[src/rtl/axil_pkg.sv]
// Shared types and the address-field decode used by the AXI4-Lite bus demux.
package axil_pkg;

  localparam logic [1:0] RESP_OKAY   = 2'b00;
  localparam logic [1:0] RESP_SLVERR = 2'b10;
  localparam logic [1:0] RESP_DECERR = 2'b11;

  localparam int unsigned DEC_ADDR_W = 64;
  localparam int unsigned DEC_IDX_W  = 32;

  typedef enum logic [1:0] {W_IDLE, W_FWD, W_WAITB, W_RESP} wr_state_e;
  typedef enum logic [1:0] {R_IDLE, R_FWD, R_WAITR, R_RESP} rd_state_e;

  typedef struct packed {
    logic                 hit;
    logic [DEC_IDX_W-1:0] idx;
  } dec_result_t;

  // Select field is addr[selLsb +: selW]; indices at or beyond numM are unmapped.
  function automatic dec_result_t decodeAddr(input logic [DEC_ADDR_W-1:0] addr,
                                             input int unsigned selLsb,
                                             input int unsigned selW,
                                             input int unsigned numM);
    dec_result_t res;
    res.idx = DEC_IDX_W'((addr >> selLsb) & ((DEC_ADDR_W'(1) << selW) - DEC_ADDR_W'(1)));
    res.hit = (res.idx < numM);
    return res;
  endfunction

endpackage

[src/rtl/axil_addr_decode.sv]
// Combinational port decode of one AXI4-Lite address channel.
module axil_addr_decode
  import axil_pkg::*;
#(
  parameter int unsigned ADDR_WIDTH = 8,
  parameter int unsigned NUM_M      = 4,
  parameter int unsigned SEL_LSB    = 4,
  parameter int unsigned SEL_W      = 2
) (
  input  logic [ADDR_WIDTH-1:0] addr_i,
  output logic                  hit_o,
  output logic [SEL_W-1:0]      idx_o
);

  dec_result_t res;

  always_comb begin
    res = decodeAddr(DEC_ADDR_W'(addr_i), SEL_LSB, SEL_W, NUM_M);
  end

  assign hit_o = res.hit;
  assign idx_o = SEL_W'(res.idx);

endmodule

[src/rtl/axil_bus_demux.sv]
// AXI4-Lite 1-to-NUM_M address-decoding bridge with independent write and read engines.
module axil_bus_demux
  import axil_pkg::*;
#(
  parameter int unsigned DATA_WIDTH = 32,
  parameter int unsigned ADDR_WIDTH = 8,
  parameter int unsigned NUM_M      = 4,
  parameter int unsigned SEL_LSB    = 4,
  parameter int unsigned SEL_W      = 2
) (
  input  logic                           axi_aclk,
  input  logic                           axi_aresetn,
  input  logic [ADDR_WIDTH-1:0]          s0_axi_awaddr,
  input  logic                           s0_axi_awvalid,
  output logic                           s0_axi_awready,
  input  logic [DATA_WIDTH-1:0]          s0_axi_wdata,
  input  logic [DATA_WIDTH/8-1:0]        s0_axi_wstrb,
  input  logic                           s0_axi_wvalid,
  output logic                           s0_axi_wready,
  output logic [1:0]                     s0_axi_bresp,
  output logic                           s0_axi_bvalid,
  input  logic                           s0_axi_bready,
  input  logic [ADDR_WIDTH-1:0]          s0_axi_araddr,
  input  logic                           s0_axi_arvalid,
  output logic                           s0_axi_arready,
  output logic [DATA_WIDTH-1:0]          s0_axi_rdata,
  output logic [1:0]                     s0_axi_rresp,
  output logic                           s0_axi_rvalid,
  input  logic                           s0_axi_rready,
  output logic [NUM_M*ADDR_WIDTH-1:0]    m_axi_awaddr,
  output logic [NUM_M-1:0]               m_axi_awvalid,
  input  logic [NUM_M-1:0]               m_axi_awready,
  output logic [NUM_M*DATA_WIDTH-1:0]    m_axi_wdata,
  output logic [NUM_M*DATA_WIDTH/8-1:0]  m_axi_wstrb,
  output logic [NUM_M-1:0]               m_axi_wvalid,
  input  logic [NUM_M-1:0]               m_axi_wready,
  input  logic [NUM_M*2-1:0]             m_axi_bresp,
  input  logic [NUM_M-1:0]               m_axi_bvalid,
  output logic [NUM_M-1:0]               m_axi_bready,
  output logic [NUM_M*ADDR_WIDTH-1:0]    m_axi_araddr,
  output logic [NUM_M-1:0]               m_axi_arvalid,
  input  logic [NUM_M-1:0]               m_axi_arready,
  input  logic [NUM_M*DATA_WIDTH-1:0]    m_axi_rdata,
  input  logic [NUM_M*2-1:0]             m_axi_rresp,
  input  logic [NUM_M-1:0]               m_axi_rvalid,
  output logic [NUM_M-1:0]               m_axi_rready
);

  localparam int unsigned STRB_W = DATA_WIDTH / 8;

  wr_state_e               wState_q;
  logic [ADDR_WIDTH-1:0]   awAddr_q;
  logic [DATA_WIDTH-1:0]   wData_q;
  logic [STRB_W-1:0]       wStrb_q;
  logic                    awGot_q, wGot_q, awHit_q;
  logic [SEL_W-1:0]        wIdx_q;
  logic                    awReady_q, wReady_q, bValid_q;
  logic [1:0]              bResp_q;
  logic [NUM_M-1:0]        mAwValid_q, mWValid_q, mBReady_q;

  rd_state_e               rState_q;
  logic [ADDR_WIDTH-1:0]   arAddr_q;
  logic [SEL_W-1:0]        rIdx_q;
  logic                    arReady_q, rValid_q;
  logic [DATA_WIDTH-1:0]   rData_q;
  logic [1:0]              rResp_q;
  logic [NUM_M-1:0]        mArValid_q, mRReady_q;

  logic                    awDecHit, arDecHit;
  logic [SEL_W-1:0]        awDecIdx, arDecIdx;

  axil_addr_decode #(
    .ADDR_WIDTH(ADDR_WIDTH), .NUM_M(NUM_M), .SEL_LSB(SEL_LSB), .SEL_W(SEL_W)
  ) awDecode (
    .addr_i(s0_axi_awaddr), .hit_o(awDecHit), .idx_o(awDecIdx)
  );

  axil_addr_decode #(
    .ADDR_WIDTH(ADDR_WIDTH), .NUM_M(NUM_M), .SEL_LSB(SEL_LSB), .SEL_W(SEL_W)
  ) arDecode (
    .addr_i(s0_axi_araddr), .hit_o(arDecHit), .idx_o(arDecIdx)
  );

  // AW and W may complete in either order; the decode is taken from whichever cycle saw AW.
  logic             awFire, wFire, awDone, wDone, selHit;
  logic [SEL_W-1:0] selIdx;
  logic             mAwPending, mWPending;

  assign awFire     = s0_axi_awvalid && awReady_q;
  assign wFire      = s0_axi_wvalid && wReady_q;
  assign awDone     = awGot_q || awFire;
  assign wDone      = wGot_q || wFire;
  assign selHit     = awGot_q ? awHit_q : awDecHit;
  assign selIdx     = awGot_q ? wIdx_q : awDecIdx;
  assign mAwPending = mAwValid_q[wIdx_q] && !m_axi_awready[wIdx_q];
  assign mWPending  = mWValid_q[wIdx_q] && !m_axi_wready[wIdx_q];

  always_ff @(posedge axi_aclk) begin
    if (!axi_aresetn) begin
      wState_q   <= W_IDLE;
      awAddr_q   <= '0;
      wData_q    <= '0;
      wStrb_q    <= '0;
      awGot_q    <= 1'b0;
      wGot_q     <= 1'b0;
      awHit_q    <= 1'b0;
      wIdx_q     <= '0;
      awReady_q  <= 1'b0;
      wReady_q   <= 1'b0;
      bValid_q   <= 1'b0;
      bResp_q    <= '0;
      mAwValid_q <= '0;
      mWValid_q  <= '0;
      mBReady_q  <= '0;
    end else begin
      case (wState_q)
        W_IDLE: begin
          if (awFire) begin
            awAddr_q <= s0_axi_awaddr;
            awHit_q  <= awDecHit;
            wIdx_q   <= awDecIdx;
            awGot_q  <= 1'b1;
          end
          if (wFire) begin
            wData_q <= s0_axi_wdata;
            wStrb_q <= s0_axi_wstrb;
            wGot_q  <= 1'b1;
          end
          if (awDone && wDone) begin
            awGot_q   <= 1'b0;
            wGot_q    <= 1'b0;
            awReady_q <= 1'b0;
            wReady_q  <= 1'b0;
            if (selHit) begin
              mAwValid_q <= NUM_M'(1) << selIdx;
              mWValid_q  <= NUM_M'(1) << selIdx;
              wState_q   <= W_FWD;
            end else begin
              bResp_q  <= RESP_DECERR;
              bValid_q <= 1'b1;
              wState_q <= W_RESP;
            end
          end else begin
            awReady_q <= !awDone;
            wReady_q  <= !wDone;
          end
        end
        W_FWD: begin
          if (mAwValid_q[wIdx_q] && m_axi_awready[wIdx_q]) mAwValid_q <= '0;
          if (mWValid_q[wIdx_q] && m_axi_wready[wIdx_q]) mWValid_q <= '0;
          if (!mAwPending && !mWPending) begin
            mBReady_q <= NUM_M'(1) << wIdx_q;
            wState_q  <= W_WAITB;
          end
        end
        W_WAITB: begin
          if (m_axi_bvalid[wIdx_q]) begin
            mBReady_q <= '0;
            bResp_q   <= m_axi_bresp[wIdx_q*2 +: 2];
            bValid_q  <= 1'b1;
            wState_q  <= W_RESP;
          end
        end
        W_RESP: begin
          if (s0_axi_bready) begin
            bValid_q  <= 1'b0;
            awReady_q <= 1'b1;
            wReady_q  <= 1'b1;
            wState_q  <= W_IDLE;
          end
        end
        default: wState_q <= W_IDLE;
      endcase
    end
  end

  logic arFire;
  assign arFire = s0_axi_arvalid && arReady_q;

  always_ff @(posedge axi_aclk) begin
    if (!axi_aresetn) begin
      rState_q   <= R_IDLE;
      arAddr_q   <= '0;
      rIdx_q     <= '0;
      arReady_q  <= 1'b0;
      rValid_q   <= 1'b0;
      rData_q    <= '0;
      rResp_q    <= '0;
      mArValid_q <= '0;
      mRReady_q  <= '0;
    end else begin
      case (rState_q)
        R_IDLE: begin
          if (arFire) begin
            arReady_q <= 1'b0;
            arAddr_q  <= s0_axi_araddr;
            rIdx_q    <= arDecIdx;
            if (arDecHit) begin
              mArValid_q <= NUM_M'(1) << arDecIdx;
              rState_q   <= R_FWD;
            end else begin
              rData_q  <= '0;
              rResp_q  <= RESP_DECERR;
              rValid_q <= 1'b1;
              rState_q <= R_RESP;
            end
          end else begin
            arReady_q <= 1'b1;
          end
        end
        R_FWD: begin
          if (m_axi_arready[rIdx_q]) begin
            mArValid_q <= '0;
            mRReady_q  <= NUM_M'(1) << rIdx_q;
            rState_q   <= R_WAITR;
          end
        end
        R_WAITR: begin
          if (m_axi_rvalid[rIdx_q]) begin
            mRReady_q <= '0;
            rData_q   <= m_axi_rdata[rIdx_q*DATA_WIDTH +: DATA_WIDTH];
            rResp_q   <= m_axi_rresp[rIdx_q*2 +: 2];
            rValid_q  <= 1'b1;
            rState_q  <= R_RESP;
          end
        end
        R_RESP: begin
          if (s0_axi_rready) begin
            rValid_q  <= 1'b0;
            arReady_q <= 1'b1;
            rState_q  <= R_IDLE;
          end
        end
        default: rState_q <= R_IDLE;
      endcase
    end
  end

  // Payload is broadcast to every port; only the selected port's valid qualifies it.
  assign s0_axi_awready = awReady_q;
  assign s0_axi_wready  = wReady_q;
  assign s0_axi_bresp   = bResp_q;
  assign s0_axi_bvalid  = bValid_q;
  assign s0_axi_arready = arReady_q;
  assign s0_axi_rdata   = rData_q;
  assign s0_axi_rresp   = rResp_q;
  assign s0_axi_rvalid  = rValid_q;
  assign m_axi_awaddr   = {NUM_M{awAddr_q}};
  assign m_axi_awvalid  = mAwValid_q;
  assign m_axi_wdata    = {NUM_M{wData_q}};
  assign m_axi_wstrb    = {NUM_M{wStrb_q}};
  assign m_axi_wvalid   = mWValid_q;
  assign m_axi_bready   = mBReady_q;
  assign m_axi_araddr   = {NUM_M{arAddr_q}};
  assign m_axi_arvalid  = mArValid_q;
  assign m_axi_rready   = mRReady_q;

endmodule
[config.mk]
export PLATFORM = sky130hd
export DESIGN_NAME = axil_bus_demux
export DESIGN_NICKNAME = d
export VERILOG_FILES = /design/src/rtl/axil_pkg.sv /design/src/rtl/axil_addr_decode.sv /design/src/rtl/axil_bus_demux.sv
export SDC_FILE = /design/constraint.sdc
export NUM_CORES = 1
export LEC_CHECK = 0
export BUFFER_PORTS_ARGS = -buffer_cell sky130_fd_sc_hd__buf_2
export CAP_MARGIN = 40
export CORE_AREA = 2 2 191 193
export CTS_CLUSTER_DIAMETER = 100
export DETAILED_ROUTE_END_ITERATION = 12
export DIE_AREA = 0 0 193 195
export HOLD_SLACK_MARGIN = 0.08
export PLACE_DENSITY = 0.47
export SYNTH_ARGS = -nofsm -noshare
export SYNTH_HDL_FRONTEND = slang
export SYNTH_SLANG_ARGS = --single-unit
[constraint.sdc]
create_clock -name axi_aclk -period 2.6 [get_ports axi_aclk]
set_input_delay 0.26 -clock axi_aclk [delete_from_list [all_inputs] [get_ports axi_aclk]]
set_output_delay 0.26 -clock axi_aclk [all_outputs]
set_load 0.05 [all_outputs]
; ---- After elaboration in Yosys (flattened, before gate mapping)
; Cells that the tools add are included.
[word_totals]
n_memories = 0
in_bits = 223
latch_bits = 0
regBits = 124
word_cells = 182
rom_bits = 0
out_inout_bits = 269
ramBits = 0
[classes]
eq_ne = 20
shift = 7
magnitude_cmp = 4
multipliers = 0
div_mod_pow = 0
n_reduce_logical = 49
muxes = 78
n_addsub = 0
n_bitwise = 0
[op_table]
columns = op, n
row1 = $shiftx 128x8->32, 1
row2 = $mux 32, 3
row3 = $pmux 32 s2, 1
row4 = $mux 4, 11
row5 = $pmux 4 s2, 5
row6 = $mux 2, 17
row7 = $ne 2x2->1 const B, 14
row8 = $reduce_and 4->1, 7
row9 = $mux 1, 25
row10 = $reduce_bool 2->1, 10
row11 = $pmux 2 s4, 2
row12 = $shiftx 8x4->2, 2
row13 = $shl 1x2->4 const A, 4
row14 = $bmux 1 s2, 7
row15 = $reduce_and 2->1, 7
row16 = $lt 2x3->1 const B, 4
row17 = $reduce_and 5->1, 2
row18 = $logic_and 1x1->1, 9
row19 = $eq 2x2->1 const B, 4
row20 = $pmux 2 s2, 2
row21 = $logic_not 1->1, 6
row22 = $pmux 1 s2, 3
row23 = $pmux 1 s3, 2
row24 = $reduce_and 3->1, 2
row25 = other kinds (4), 8

; ---- Depth between registers and ports, before layout
; Gate-level depths: netlist of the first run.
[logic_depth]
depth_word = 8
mapped_depth = 8
depth_no_buf = 7

; ---- By module
; From an unflattened synthesis of the first run, not the netlist that was laid out.
[unflattened]
hier_cells = 758
area_unflattened_um2 = 6991.7
[by_module_without_submodules]
columns = mod, n_inst, cells_each, area_per_inst_um2, seq_area_each_um2
row1 = axil_bus_demux, 1, 750, 6939.2, 2482.4
row2 = axil_addr_decode, 2, 4, 26.3, 0.0

; ---- Worst setup path before layout of the first run
; Ideal clock, no wire load.
[synth_timing]
kind = register -> register
start = register arAddr_q[4] (netlist name)
end = register rData_q[18] (netlist: s0_axi_rdata[18])
path_stages_with_launch = 7
required_time_ps = 2468
synth_period_minus_slack_ps = 2218
arrival_ps = 2085
path_buffers = 3
setup_slack_ps = 382
setup_time_ps = 132
cell_sequence = dfxtp_1 > buf_2 > buf_4 > buf_2 > mux4_2 > nand2_1 > a21oi_1
[synth_lines]
columns = element, line_no
row1 = to (signal assigned), axil_bus_demux.sv:221  ; rData_q <= m_axi_rdata[rIdx_q*DATA_WIDTH +: DATA_WIDTH];
row2 = to (decl), axil_bus_demux.sv:65  ; logic [DATA_WIDTH-1:0] rData_q;

; ---- Worst setup path after layout of the first run
[layout_timing]
start = register wState_q[0]
end = register mWValid_q[3] (netlist: m_axi_wvalid[3])
[layout_between]
elab_chain_len = 3
word_cells_on_any_way = 8
classes_between = 4 x eq/ne / 1 x mux / 3 x reduce/logical
[layout_rtl]
columns = element, line_no
row1 = from (decl), axil_bus_demux.sv:51  ; wr_state_e wState_q;
row2 = from (signal assigned), axil_bus_demux.sv:100  ; wState_q <= W_IDLE;
row3 = from (signal assigned), axil_bus_demux.sv:137  ; wState_q <= W_FWD;
row4 = from (signal assigned), axil_bus_demux.sv:141  ; wState_q <= W_RESP;
row5 = $eq 2x1->1 / $logic_not 2->1 (equally long branches), axil_bus_demux.sv:116  ; case (wState_q)
row6 = $ne 2x2->1 (no source line) / $reduce_bool 2->1 (equally long branches), -
row7 = $reduce_and 4->1 (no source line), -
row8 = to (signal assigned), axil_bus_demux.sv:136  ; mWValid_q <= NUM_M'(1) << selIdx;
row9 = to (decl), axil_bus_demux.sv:59  ; logic [NUM_M-1:0] mAwValid_q, mWValid_q, mBReady_q;
; Parallel ways exist; a longest one is shown, timed or not.
; A chain may end at the register's enable or synchronous reset.

==> reports/summary.txt, run 1 <==
Status - completed
Worst Tran Pin Value - 0.6231 ns
Critical path, cell by cell - inv_1 -> ha_1 -> inv_1 -> o41ai_1 -> a21bo_2 -> nand2_1 -> a21oi_1
Filler instances - 3834
Routability cong. - 0.7931
Most common cell after layout, fill and taps aside - buf_2
Full die area - 37640 um2
Vias in the first global route - 6172
CTS buffer count - 17
# nets final - 1390
Initial core utilization - 19.40%
Number of synthesized register bits - 120
Post-Layout Cell Count - 1633
Setup bufs post-CTS - 0
CP top delay family - compound AO/OA/AOI/OAI gates
Commonest non-fill, non-tap cells in the layout - buf_2 (491), nand2_1 (193), dfxtp_1 (118)
Pwr Density - 988.5 nW/um2
Tcrit/Tclk final - 78.77%
Synth Area per Inst - 8.690 um2
Mapped Cells - 790
Most area-hungry cell type in the Yosys netlist - dfxtp_1
Hpwl dp - 18320 um
Most used cell, CP - inv_1
DP Cell Count - 1552
Max-slew violations - 0
Routed WL per cell - 14.38 um
Max_cap viols - 0
Critical Path AT - 2.32 ns
GRT Util Overall - 11.89%
Area Growth Syn to Fin - 42.21%
Fin crit period - 2.048 ns
CTS tree - built
TNS Setup - 0 ns
Via Count - 6623
Root Buffer - clkbuf_16
Mapped Nets - 1024
Largest net degree at the start of global routing - 48
H-tree levels - 4
Unique cell type count in the Yosys netlist - 47
DRT Pass-1 Iters - 4
First-pass GRT wire length - 34290 um
Leak pwr - 4.683 nW
Ys Warns - 0
Post-route ant nets - 0
RSZ-0062 raised after global routing - no
Total congestion overflow - 0
Clock Skew - 0.01260 ns
Post-synthesis sequential area ratio - 34.99%
Die Ht - 195 um
Clock slew at reported path FFs - 0.06 ns
Core ar. - 35400 um2
Max Freq - 0.4883 GHz
Peak VDD IR - 0.0004270 V
1st-iter DRT viols - 225
Vias per cell - 4.056
Worst EP required - 2.87 ns
Die W - 193 um
Startpoint types - flop
Power Total - 9.650 mW
Final Hold Fails - 0
Dominant cells by area after synthesis - dfxtp_1 (35%), buf_4 (17%), mux4_2 (14%)
Initial antenna violation count - 3
Fraction of layout cells with a size suffix above 1 - 50.47%
Endpoint class of the critical path - flop
Drt drc - 0
Clock buffer depth - 2
CP bufs+invs - 2
Max transition margin - 58.08%
Critical path fanouts, max - 13
Total Wirelength - 23480 um
Num rows - 69
Clock Sinks - 120
# setup viols final - 0
PortBufs - 491
Post-synth design cell area - 6865 um2
CP peak stage delay - 0.43 ns
Synth top area share - 34.99%
I/O pin count - 492
Slowest CP cell - ha_1
Worst setup path class - flop to flop
Worst hold path type - primary input to flop
Clock insertion delay at the later pin of the skew report - 0.42 ns
[worst register-to-register path: stages (launching register included)]
cell     delay (ns)
dfxtp_1        0.36
inv_1          0.10
ha_1           0.43
inv_1          0.17
o41ai_1        0.41
a21bo_2        0.30
nand2_1        0.07
a21oi_1        0.06
[cell families (layout without fill, tap and decap cells)]
logic type | after synthesis | count (layout) | synth area share (%)
other | 0 | 3 | 0
muxes | 45 | 45 | 14.45
buffers and inverters | 209 | 588 | 20.43
and+or+nand+nor | 267 | 267 | 16.40
AOI/OAI and AO/OA | 138 | 138 | 11.72
adders and majority gates | 11 | 11 | 2.005
DFF | 120 | 120 | 34.99
[registers in the layout, indices dropped and copies added, names as in the netlist, 8 cells and up]
| register | count |
|---|---|
| awAddr_q | 8 |
| wData_q | 32 |
| arAddr_q | 8 |
| s0_axi_rdata | 32 |
[metal layers]
metal	up-vias	share of wire, %	track usage (%)
li1	3271	-	-
met1	3026	38	12.62
met2	311	54	22.47
met3	15	6.6	2.876
met4	0	1.4	4.293
met5	-	0	0
[final cells by class]
type / count / area [um2] / share of cell area, %
multi-input cells: 461 / 3067 / 31.41
repair buffers: 547 / 3030 / 31.04
flip-flops and latches: 120 / 2405 / 24.63
well taps: 461 / 576.8 / 5.908
clock buffers: 21 / 470.5 / 4.819
clock inverters: 11 / 170.2 / 1.743
inverters: 9 / 36.28 / 0.3717
diodes: 3 / 7.507 / 0.07689
[final timing paths]
| path | endpoint | slack, ns | start | depth (start not counted) |
|---|---|---|---|---|
| setup / recovery | m_axi_wvalid[3] | 0.55 | wState_q[0] | 7 |
| hold / removal | wData_q[9] | 0.11 | s0_axi_wdata[9] | 3 |
| setup reg to reg | m_axi_wvalid[3] | 0.55 | wState_q[0] | 7 |
| hold reg to reg | s0_axi_rdata[24] | 0.45 | s0_axi_rdata[24] | 2 |
[cell usage after synthesis, drive strengths merged]
library cell and count:
clkinv 1, a211oi 2, buf 176, nand2 193, o31ai 2, a311oi 1
or3 2, o21a 2, o2111ai 1, a32o 2, mux4 43, o21ai 10
a21oi 104, mux2i 2, a2111oi 1, dfxtp 120, nor4 3, a21bo 2
nand3 7, nor3b 2, ha 11, clkbuf 24, o41ai 1, nand4 2
nor3 8, nor2b 8, nor2 29, or2 1, o22ai 5, a22o 3
a21o 1, inv 8, nand2b 4, o2111a 1, and3 5, nor4b 2
nand4b 1
[where the power goes]
part           internal [mW]  switching (mW)  total (mW)
combinational           1.23            3.43        4.66
sequential              2.11           0.295        2.41
clock                   1.68           0.895        2.58
total                   5.03            4.62        9.65
[what timing repair did]
| action | 4_1_cts | 5_1_grt |
|---|---|---|
| hold endpoints to repair | 46 | 0 |
| hold buffers | 46 | 0 |
| resized for setup | 0 | 0 |
[per-stage QoR]
step / area, um2 / utilization [%] / setup WS [ns] / hold WS [ns]
global placement: 8655 / 24.45 / 0.6362 / 0.4394
floorplan: 6865 / - / 0.3825 / 0.3960
global route: 9763 / 27.58 / 0.3386 / 0.1053
CTS: 9756 / 27.56 / 0.5448 / 0.08321
detailed placement: 8655 / 24.45 / 0.5729 / 0.4454
finish: 9763 / 27.58 / 0.5520 / 0.1120
(Power assumes the default switching activity.)
==> inputs of run 2 (changes only) <==
clock period = 2.05 ns   (was 2.6 ns; I/O delays follow)
==> run 2 against run 1 <==
Effect of this change:
- fmax rose by 6.6%
- highest routed layer is now met5
- critical path type unchanged
- sequential cell count did not move
- first-iteration DRC count is 11% higher
- worst setup slack worse by 0.42 ns
- sequential share of layout area down 0.32 points
- die area unchanged
- hold slack improved by 0.026 ns
==> reports/summary.txt, run 2 (same netlist as run 1, synthesis figures left out) <==
# setup viols final - 0 (unchanged)
Pwr Density - 1255 nW/um2 (+27%)
CP top delay family - compound AO/OA/AOI/OAI gates
R2r setup slk - 0.13 ns (-0.42 ns)
H-tree levels - 4 (unchanged)
Final core utilization - 28.00% (+0.42 points)
Initial core utilization - 19.40% (unchanged)
Leak pwr - 4.750 nW (+1.4%)
CTS buffer count - 17 (unchanged)
Most used cell, CP - inv_1
Total Wirelength - 23830 um (+1.5%)
Core ar. - 35400 um2 (unchanged)
CP peak stage delay - 0.46 ns (+0.03 ns)
FF-to-FF Start - wState_q[1]
Fraction of layout cells with a size suffix above 1 - 50.59% (+0.12 points)
Max-slew violations - 0 (unchanged)
DRT Pass-1 Iters - 4 (unchanged)
Max Freq - 0.5203 GHz (+6.6%)
Via Count - 6761 (+2.1%)
Max transition margin - 65.74% (+7.7 points)
Most common cell after layout, fill and taps aside - buf_2
Startpoint types - flop
Clock Power Share - 27.1% (+0.4 points)
Commonest non-fill, non-tap cells in the layout - buf_2 (491), nand2_1 (193), dfxtp_1 (116)
Final Hold Fails - 0 (unchanged)
Power Total - 12.43 mW (+29%)
Vias in the first global route - 6529 (+5.8%)
Num rows - 69 (unchanged)
Hpwl dp - 18450 um (+0.72%)
Die W - 193 um (unchanged)
Max_cap viols - 0 (unchanged)
Initial antenna violation count - 4 (+1)
Clock slew at reported path FFs - 0.06 ns (about the same)
Clock insertion delay at the later pin of the skew report - 0.43 ns (about the same)
First-pass GRT wire length - 35270 um (+2.9%)
Largest net degree at the start of global routing - 44 (-8.3%)
Final hold slack - 0.1382 ns (+0.02621 ns)
I/O pin count - 492 (unchanged)
GRT Util Overall - 12.26% (+0.37 points)
Critical path fanouts, max - 9 (-4)
Drt drc - 0 (unchanged)
Area post-placement - 8738 um2 (+0.97%)
Die Ht - 195 um (unchanged)
Clock buffer depth - 2 (unchanged)
Sw Share - 47.88% (about the same)
R2r endpoint - m_axi_wvalid[1]
Critical path, cell by cell - inv_1 -> ha_1 -> inv_1 -> o41ai_1 -> a21bo_2 -> nand2_1 -> a21oi_1
CP bufs+invs - 2 (unchanged)
RSZ-0062 raised after global routing - no
Clock Skew - 0.009802 ns (-0.002798 ns)
Worst Tran Pin Value - 0.5085 ns (-0.1146 ns)
Hold endpoint - m_axi_rready[3]
Area Growth Syn to Fin - 44.38%
Worst hold path type - primary input to flop
TNS Setup - 0 ns (unchanged)
Worst EP required - 2.37 ns (-0.50 ns)
Endpoint class of the critical path - flop
Worst hold path depth - 3 (unchanged)
1st-iter DRT viols - 249 (+11%)
Routability cong. - 0.7921 (-0.13%)
Net switching power figure - 5.954 mW (+29%)
Slowest CP cell - o41ai_1
Post-layout instance area - 9912 um2 (+1.5%)
Critical Path AT - 2.24 ns (-0.08 ns)
CTS tree - built
Post-route ant nets - 0 (unchanged)
Peak VDD IR - 0.0007160 V (+68%)
Fin crit period - 1.922 ns (-0.1262 ns)
Total congestion overflow - 0 (unchanged)
PortBufs - 491 (unchanged)
# nets final - 1402 (+0.86%)
Worst setup path class - flop to flop
R2R depth - 7 (unchanged)
Routed WL per cell - 14.51 um (+0.94%)
Status - completed
Vias per cell - 4.118 (+1.5%)
Combinational power share - 48.2% (about the same)
Int Pwr - 6.481 mW (+29%)
Sequential Power Share - 24.8% (-0.2 points)
HP Start - axi_aresetn
Tcrit/Tclk final - 93.75% (+15 points)
Clock Sinks - 120 (unchanged)
Full die area - 37640 um2 (unchanged)
Root Buffer - clkbuf_16
run 2: changes by cell type in the layout (fill, tap and decap cells not counted), moves of 3 or more:
cell           change
dlygate4sd3_1      +6
buf_12             +3
clkbuf_8           -3
buf_4              +3
run 2: through the flow:
| step | setup WS [ns] | std cells |
|---|---|---|
| 2_1_floorplan | 0.01713 | 790 |
| 3_3_place_gp | 0.1634 | 1558 |
| 3_5_place_dp | 0.1201 | 1558 |
| 4_1_cts | 0.09695 | 1641 |
| 5_1_grt | 0.02509 | 1642 |
| 6_report | 0.1282 | 1642 |
run 2: how the worst max path moves through the flow:
stage	startpoint	end	cells after the start
after floorplan	arAddr_q[5]	s0_axi_rresp[1]	5
after global placement	awAddr_q[4]	wState_q[0]	5
after detailed placement	awAddr_q[4]	m_axi_bready[1]	5
after CTS	arAddr_q[5]	m_axi_araddr[5]	2
after global routing	wState_q[1]	m_axi_awvalid[3]	7
final	wState_q[1]	m_axi_wvalid[1]	7
run 2: per-layer routing:
metal	GRT usage, %	vias up	part of all wire, %	routed length, um
met5	0	-	0.097	23
met4	5.163	4	2.8	656
met3	4.511	34	8.4	2006
met2	21.96	310	51	12110
met1	12.78	3122	38	9030
li1	-	3291	-	-
run 2: power by group through the flow:
stage / clock network, mW / logic (mW) / registers, mW
after floorplan: 0 / 4.12 / 4.03
after global placement: 0 / 5.96 / 3.12
after detailed placement: 0 / 5.96 / 3.14
after CTS: 3.50 / 6.05 / 3.09
after global routing: 3.58 / 6.42 / 3.15
final: 3.37 / 5.99 / 3.08
run 2: worst register-to-register path, delay by kind of cell (launching register included):
| kind | cells | cell delay [ns] |
|---|---|---|
| buffers and inverters | 2 | 0.22 |
| and+or+nand+nor | 1 | 0.07 |
| AOI/OAI and AO/OA | 3 | 0.82 |
| adders and majority gates | 1 | 0.35 |
| DFF | 1 | 0.35 |
run 2: what timing repair did:
item	CTS	global route
hold buffers	52	0
gates resized for setup	0	1
hold endpoints to repair	53	0
buffers inserted	0	0
setup endpoints to repair	0	1
run 2: area by class of cell:
type,instances,area (um2)
fill,3830,25480
inverter,9,36.28
tap,461,576.8
sequential,120,2410
multi-input combinational,461,3065
timing repair buffer,559,3173
clock buffer,17,425.4
clock inverter,14,222.7
antenna,1,2.502
